`config.mk`:
```
export PLATFORM = sky130hd
export DESIGN_NAME = timer_int_arbiter
export DESIGN_NICKNAME = d
export VERILOG_FILES = /design/src/rtl/timer_int_arbiter.sv
export SDC_FILE = /design/constraint.sdc
export NUM_CORES = 1
export LEC_CHECK = 0
export CAP_MARGIN = 30
export CORE_MARGIN = 2
export CORE_UTILIZATION = 30
export DETAILED_ROUTE_END_ITERATION = 8
export SKIP_LAST_GASP = 1
export SYNTH_ARGS = -nofsm -noshare
export SYNTH_HDL_FRONTEND = slang
export SYNTH_SLANG_ARGS = --single-unit
```
`constraint.sdc`:
```
create_clock -name clk -period 3.6 [get_ports clk]
set_input_delay 0.72 -clock clk [delete_from_list [all_inputs] [get_ports clk]]
set_output_delay 0.72 -clock clk [all_outputs]
set_load 0.01 [all_outputs]
```
`src/rtl/timer_int_arbiter.sv`:
```
// Multi-channel timer interrupt scheduler: per-channel pending bits,
// round-robin or fixed-priority arbitration among enabled pending channels,
// and a single vectored request held until acknowledged or retracted.

// Per-channel pending/status bit.
module timer_int_ch (
  input  logic clk,
  input  logic rst_n,
  input  logic compare,
  input  logic clr,
  input  logic ack_hit,
  output logic st
);

  // Clear beats a new compare; a new compare beats the ack that would drop it.
  always_ff @(posedge clk or negedge rst_n) begin
    if (!rst_n)       st <= 1'b0;
    else if (clr)     st <= 1'b0;
    else if (compare) st <= 1'b1;
    else if (ack_hit) st <= 1'b0;
  end

endmodule

module timer_int_arbiter #(
  parameter int NUM_CH = 4,
  parameter int ID_W   = 2,
  parameter int RR     = 1
) (
  input  logic              clk,
  input  logic              rst_n,
  input  logic [NUM_CH-1:0] compare,
  input  logic [NUM_CH-1:0] int_en,
  input  logic [NUM_CH-1:0] int_clr,
  input  logic              irq_ack,
  output logic [NUM_CH-1:0] int_st,
  output logic              irq,
  output logic [ID_W-1:0]   irq_id
);

  typedef enum logic [1:0] {S_IDLE, S_ASSERT, S_GAP} state_t;

  state_t            state, state_nxt;
  logic [ID_W-1:0]   rr_ptr, rr_ptr_nxt;
  logic [ID_W-1:0]   irq_id_nxt;
  logic              irq_nxt;
  logic [NUM_CH-1:0] elig;
  logic [NUM_CH-1:0] ack_vec;
  logic [ID_W-1:0]   win;
  logic [ID_W-1:0]   id_inc;
  logic              ack_take;
  logic              cur_elig;
  logic              found;
  int                idx;

  assign elig     = int_st & int_en;
  assign ack_take = (state == S_ASSERT) && irq_ack;
  assign ack_vec  = ack_take ? (NUM_CH'(1) << irq_id) : '0;
  assign cur_elig = elig[irq_id];
  assign id_inc   = (irq_id == ID_W'(NUM_CH - 1)) ? '0 : irq_id + ID_W'(1);

  // Per-channel status bits.
  for (genvar g = 0; g < NUM_CH; g++) begin : g_ch
    timer_int_ch u_ch (
      .clk     (clk),
      .rst_n   (rst_n),
      .compare (compare[g]),
      .clr     (int_clr[g]),
      .ack_hit (ack_vec[g]),
      .st      (int_st[g])
    );
  end

  // Winner: first eligible channel scanning up from the search base, wrapping.
  always_comb begin
    win   = '0;
    found = 1'b0;
    idx   = 0;
    for (int k = 0; k < NUM_CH; k++) begin
      idx = ((RR != 0) ? int'(rr_ptr) : 0) + k;
      if (idx >= NUM_CH) idx = idx - NUM_CH;
      if (!found && elig[idx]) begin
        found = 1'b1;
        win   = ID_W'(idx);
      end
    end
  end

  // State register.
  always_ff @(posedge clk or negedge rst_n) begin
    if (!rst_n) state <= S_IDLE;
    else        state <= state_nxt;
  end

  // Next-state logic; an ack outranks a same-cycle retract.
  always_comb begin
    state_nxt = state;
    case (state)
      S_IDLE:   if (|elig) state_nxt = S_ASSERT;
      S_ASSERT: begin
        if (irq_ack)        state_nxt = S_GAP;
        else if (!cur_elig) state_nxt = S_IDLE;
      end
      S_GAP:    state_nxt = S_IDLE;
      default:  state_nxt = S_IDLE;
    endcase
  end

  // Next values of the registered outputs and the round-robin pointer.
  always_comb begin
    irq_nxt    = irq;
    irq_id_nxt = irq_id;
    rr_ptr_nxt = rr_ptr;
    case (state)
      S_IDLE: begin
        if (|elig) begin
          irq_nxt    = 1'b1;
          irq_id_nxt = win;
        end else begin
          irq_nxt    = 1'b0;
        end
      end
      S_ASSERT: begin
        if (irq_ack) begin
          irq_nxt = 1'b0;
          if (RR != 0) rr_ptr_nxt = id_inc;
        end else if (!cur_elig) begin
          irq_nxt = 1'b0;
        end
      end
      S_GAP:   irq_nxt = 1'b0;
      default: irq_nxt = 1'b0;
    endcase
  end

  // Output and pointer registers; irq_id is frozen while the request is up.
  always_ff @(posedge clk or negedge rst_n) begin
    if (!rst_n) begin
      irq    <= 1'b0;
      irq_id <= '0;
      rr_ptr <= '0;
    end else begin
      irq    <= irq_nxt;
      irq_id <= irq_id_nxt;
      rr_ptr <= rr_ptr_nxt;
    end
  end

endmodule

```
==> impl_metrics.csv, run 1 <==
group,metric,value,unit
outcome,status,"complete, no violations",
clocking,worstSkewPairLatency,270,ps
layout,drive_above_1_share,0.1264,
pwr,swShare,0.3494,
die,coreArea,0.002022,mm2
pwr,power_frac_seq,0.435,
yosys,async_flop_share,1.000,
die,dieArea,0.002584,mm2
sta,hold_viol_final,0,
yosys,synth_top_area_frac,0.4183,
route,drc_errors,0,
sta,worstMarginPinSlew,508.4,ps
route,post_drt_wl_per_cell,11.74,um
yosys,netlist_area,658.1,um2
critical_path,crit_slowest_cell,"or4b_4",
critical_path,crit_start,"int_en[1]",
sta,fin_crit_sh,0.6044,
global_routing,grt_pass1_wl,2339,um
yosys,synth-edff-count,0,
critical_path,crit_end,"irq$_DFFE_PN0P_",
sta,fmax,459.6,MHz
sta,worst_slack,1424,ps
critical_path,r2r_end,"irq$_DFFE_PN0P_",
yosys,syn_avg_cell_area,9.823,um2
yosys,ys_top_cells_by_count,"11 x dfrtp_1, 10 x nand2_1, 7 x a21oi_1",
yosys,synth_top_cell_by_area,"dfrtp_1",
yosys,ys_top_cells_by_area,"dfrtp_1 42%, ha_1 7.6%, nand2_1 5.7%",
critical_path,worst-r2r-setup-slack,1870,ps
critical_path,cp.required,3800,ps
critical_path,cp.arrival,2380,ps
critical_path,r2r.worst_path.cells,4,
placed_design,gp_congestion,0.8476,
route,final_antenna_net_count,0,
placed_design,dpl_worst_slack,1138,ps
sta,setup_viol,0,
pwr,clkPwrFrac,0.189,
placed_design,placed_area,868.3,um2
pwr,comb_power_share,0.376,
yosys,ys.flop_type,"dfrtp_1",
layout,nNetsFinal,107,
clocking,htreeDepth,1,
yosys,synth_cells,67,
yosys,yosysSeqAreaShare,0.4183,
yosys,synth_nets,86,
global_routing,grt_pass1_vias,508,
critical_path,timing.rr.start,"irq_id[0]$_DFFE_PN0P_",
route,vias,536,
clocking,cts_resized,0,
clocking,clock-root-buffer,"clkbuf_4",
route,drt_first_pass_iters,4,
sta,slew_viol_final,0,
yosys,synth.yosys.warnings,0,
flow_run,drv_cap,0,
yosys,yosysMostFrequentCell,"dfrtp_1",
critical_path,endpoint_kind,"register",
layout,final_area,894.6,um2
pwr,powerDensity,508.5,mW/mm2
sta,fin_skew,2.472,ps
die,initial_core_util,0.3255,
die,die_w,50.84,um
global_routing,overflow,0,
pwr,p_leak,0.3671,nW
clocking,clock_sinks,11,
die,num_rows,16,
critical_path,crit_path_max_incr_delay,500,ps
pwr,switchingPower,0.0001590,W
layout,syn2layout_area_growth,35.93,%
die,ios,22,
critical_path,worstSetupPathType,"primary input to register",
yosys,synth_seq_cells,11,
sta,rsz0062_at_grt,"no",
placed_design,hpwl,1065,um
layout,antenna_cells,0,
placed_design,portBuffers,21,
critical_path,start_kind,"primary input",
clocking,ctsHoldBuffers,0,
global_routing,antenna_found_initial,0,
yosys,yosys.cell_types.count,27,
pwr,vdd_drop_max,0.0002146,V
clocking,clkTransAtPathRegs,70,ps
clocking,cts_setup_buffers,0,
sta,fin_hold_ws,528.0,ps
clocking,cts_buffers,3,
die,die_h,50.84,um
route,wirelength,1338,um
clocking,cts_tree,"done",
global_routing,grt_usage,0.1241,
clocking,clk_path_buf_depth,2,
sta,tns,0,ps
worst_hold_path,hold_class,"register to register",
sta,max_slew_margin,0.6600,
pwr,p_int,0.0002960,W
sta,period_minus_slack,2176,ps
route,viasPerCell,4.702,
critical_path,path_cells,"clkdlybuf4s50_1 -> nand2_2 -> mux4_2 -> or4b_4 -> o21ai_2",
route,drt_iter0_drc,7,
global_routing,grt_max_degree,12,
critical_path,path_max_fanout,7,
## cell type report
type / instances / area [um2]
Clock buffer: 4 / 26.28
Fill cell: 215 / 1127
Inverter: 3 / 11.26
Multi-Input combinational cell: 48 / 337.8
Sequential cell: 11 / 275.3
Tap cell: 27 / 33.78
Timing Repair Buffer: 21 / 210.2
## how the worst min path moves through the flow
| stage | from | endpoint | cells after the start |
|---|---|---|---|
| 2_1_floorplan | rst_n | g_ch[0].u_ch.st$_DFFE_PN0P_ | 0 |
| 3_3_place_gp | irq$_DFFE_PN0P_ | irq$_DFFE_PN0P_ | 2 |
| 3_5_place_dp | irq$_DFFE_PN0P_ | irq$_DFFE_PN0P_ | 2 |
| 4_1_cts | irq$_DFFE_PN0P_ | irq$_DFFE_PN0P_ | 2 |
| 5_1_grt | irq$_DFFE_PN0P_ | irq$_DFFE_PN0P_ | 2 |
| 6_report | irq$_DFFE_PN0P_ | irq$_DFFE_PN0P_ | 2 |
## metrics by stage
| step | total power, W | util | instances |
|---|---|---|---|
| global route | 0.0004970 | 0.4425 | 114 |
| detailed placement | 0.0003742 | 0.4295 | 110 |
| global placement | 0.0003706 | 0.4295 | 110 |
| CTS | 0.0004634 | 0.4425 | 114 |
| finish | 0.0004549 | 0.4425 | 114 |
| floorplan | 0.0002980 | - | 67 |
## power groups by stage
| stage | sequential, W | clock [W] | combinational (W) |
|---|---|---|---|
| global placement | 0.000200 | 0 | 0.000170 |
| global route | 0.000207 | 0.0000949 | 0.000195 |
| CTS | 0.000198 | 0.0000906 | 0.000175 |
| floorplan | 0.000196 | 0 | 0.000102 |
| detailed placement | 0.000200 | 0 | 0.000174 |
| finish | 0.000198 | 0.0000859 | 0.000171 |
## logic make-up (layout without fill, tap and decap cells)
| group | after synthesis | count (layout) | share of synthesized area |
|---|---|---|---|
| AOI/OAI and AO/OA | 16 | 16 | 0.1597 |
| adders and majority gates | 4 | 4 | 0.07605 |
| buffers and inverters | 8 | 28 | 0.06844 |
| DFF | 11 | 11 | 0.4182 |
| muxes | 4 | 4 | 0.08555 |
| and+or+nand+nor | 24 | 24 | 0.1920 |
## registers in the layout, summed over array words and instances, names as in the netlist
signal	flops
g_ch.u_ch.st	4
irq	1
irq_id	2
rr_ptr	2
state	2
## placed cells by master, fill, tap and decap left out, drive strengths merged, types with 3 or more instances in the layout
cell type,n
a21oi,7
clkbuf,4
clkdlybuf4s50,21
dfrtp,11
ha,4
inv,3
mux2,3
nand2,12
nor2,6
o21ai,3
## worst max-delay path, delay by kind of cell
family | cells | cell delay [ps]
AO/OA/AOI/OAI | 1 | 110
buffers and inverters | 1 | 490
multiplexers | 1 | 460
AND/OR/NAND/NOR | 2 | 600
## metal layers
metal | global-route usage | part of all wire | vias to the layer above
li1 | - | - | 277
met3 | 0.02924 | 0.055 | 2
met1 | 0.1645 | 0.45 | 243
met2 | 0.1864 | 0.48 | 14
met5 | 0 | 0 | -
met4 | 0.06757 | 0.014 | 0
No activity file was read; power rests on OpenSTA's default activity.
==> inputs of run 2 (changes only) <==
==> constraint.sdc (replaced) <==
create_clock -name clk -period 2 [get_ports clk]
set_input_delay 0.4 -clock clk [delete_from_list [all_inputs] [get_ports clk]]
set_output_delay 0.4 -clock clk [all_outputs]
set_load 0.01 [all_outputs]
==> impl_metrics.csv, run 2 (same netlist as run 1, synthesis figures left out) <==
group,metric,value,unit
sta,rsz0062_at_grt,"no",
route,drc_errors,0,
layout,largest_reg_flops,4,
clocking,cts_buffers,3,
layout,top_register,"g_ch.u_ch.st",
clocking,clk_path_buf_depth,2,
worst_hold_path,hold_class,"primary input to async pin",
clocking,clock-root-buffer,"clkbuf_4",
placed_design,placed_area,913.4,um2
critical_path,endpoint_kind,"register",
layout,antenna_cells,0,
pwr,p_leak,0.3947,nW
clocking,clkTransAtPathRegs,70,ps
pwr,powerDensity,910.7,mW/mm2
layout,num-fill-cells,200,
sta,tns,0,ps
critical_path,worstSetupPathType,"primary input to register",
clocking,clock_sinks,11,
layout,final_cell_count_no_fill,120,
sta,fmax,542.4,MHz
sta,fin_skew,4.364,ps
route,drt_first_pass_iters,4,
global_routing,grt_pass1_vias,579,
clocking,ctsHoldBuffers,0,
global_routing,overflow,0,
die,ios,22,
sta,hold_viol_final,0,
layout,syn2layout_area_growth,42.78,%
clocking,cts_setup_buffers,0,
placed_design,gp_congestion,0.8537,
global_routing,grt_usage,0.1347,
sta,worstMarginPinSlew,519.3,ps
clocking,htreeDepth,1,
die,die_h,50.84,um
die,die_w,50.84,um
placed_design,portBuffers,21,
outcome,status,"complete, no violations",
layout,drive_above_1_share,0.1828,
layout,nNetsFinal,113,
die,initial_core_util,0.3255,
critical_path,path_max_fanout,3,
critical_path,cp.required,2200,ps
layout,postLayoutCoreUtil,0.4647,
sta,slew_viol_final,0,
route,drt_iter0_drc,15,
route,vias,591,
pwr,vdd_drop_max,0.0003813,V
clocking,worstSkewPairLatency,270,ps
die,coreArea,0.002022,mm2
sta,setup_viol,0,
sta,period_minus_slack,1844,ps
flow_run,drv_cap,0,
route,final_antenna_net_count,0,
route,wirelength,1489,um
global_routing,grt_max_degree,12,
sta,fin_crit_sh,0.9219,
clocking,cts_tree,"done",
die,num_rows,16,
pwr,power,0.0008558,W
die,dieArea,0.002584,mm2
layout,layout_common_cells,"21 x clkdlybuf4s50_1, 11 x dfrtp_1, 10 x nand2_1, 7 x a21oi_1",
placed_design,placed_cells,116,
route,viasPerCell,4.925,
sta,max_slew_margin,0.6527,
critical_path,start_kind,"primary input",
clocking,cts_resized,0,
global_routing,antenna_found_initial,0,
critical_path,cp.arrival,2040,ps
route,post_drt_wl_per_cell,12.41,um
layout,final_area,939.7,um2
placed_design,hpwl,1147,um
layout,final_common_cell,"clkdlybuf4s50_1",
global_routing,grt_pass1_wl,2525,um
-- run 2: cell types whose count changed in the layout (fill, tap and decap cells not counted), sizes merged --
cell	before	now
buf	0	6
-- run 2: worst paths after layout --
check | depth (start not counted) | from | slack [ps] | to
hold reg to reg | 2 | irq$_DFFE_PN0P_ | 530 | irq$_DFFE_PN0P_
setup reg to reg | 4 | g_ch[3].u_ch.st$_DFFE_PN0P_ | 340 | irq$_DFFE_PN0P_
setup / recovery | 5 | int_en[3] | 160 | irq$_DFFE_PN0P_
hold / removal | 1 | rst_n | 470 | irq_id[1]$_DFFE_PN0P_
max in group asynchronous | 1 | rst_n | 1180 | g_ch[2].u_ch.st$_DFFE_PN0P_
min in group clk | 2 | irq$_DFFE_PN0P_ | 530 | irq$_DFFE_PN0P_
-- run 2: stage by stage --
| step | setup slack, ps | hold slack (ps) |
|---|---|---|
| after floorplan | 298.5 | 104.4 |
| final | 156.2 | 470.3 |
| after CTS | 167.6 | 485.7 |
| after global placement | -97.12 | 515.7 |
| after detailed placement | -117.5 | 522.1 |
| after global routing | 114.7 | 511.6 |
-- run 2: report_power, final --
group / leakage, nW / internal (W) / switching (W)
combinational: 0.242 / 0.000198 / 0.000154
sequential: 0.138 / 0.000281 / 0.0000694
clock: 0.0150 / 0.0000771 / 0.0000770
total: 0.395 / 0.000556 / 0.000300
-- run 2: critical path, stage by stage --
cell	delay [ps]
clkdlybuf4s50_1	500
nand2_1	80
mux4_2	450
or4b_4	500
o21ai_2	110
-- run 2: final cells by class --
| class | count | area (um2) | share of cell area |
|---|---|---|---|
| multi-input combinational | 48 | 337.8 | 0.3595 |
| timing repair buffer | 27 | 255.2 | 0.2716 |
| clock buffer | 4 | 26.28 | 0.02796 |
| tap | 27 | 33.78 | 0.03595 |
| inverter | 3 | 11.26 | 0.01198 |
| sequential | 11 | 275.3 | 0.2929 |
-- run 2: routing by layer --
metal,part of all wire,global-route usage
met1,0.44,0.1605
met2,0.49,0.2105
met3,0.061,0.03509
met4,0.0081,0.09459
met5,0,0
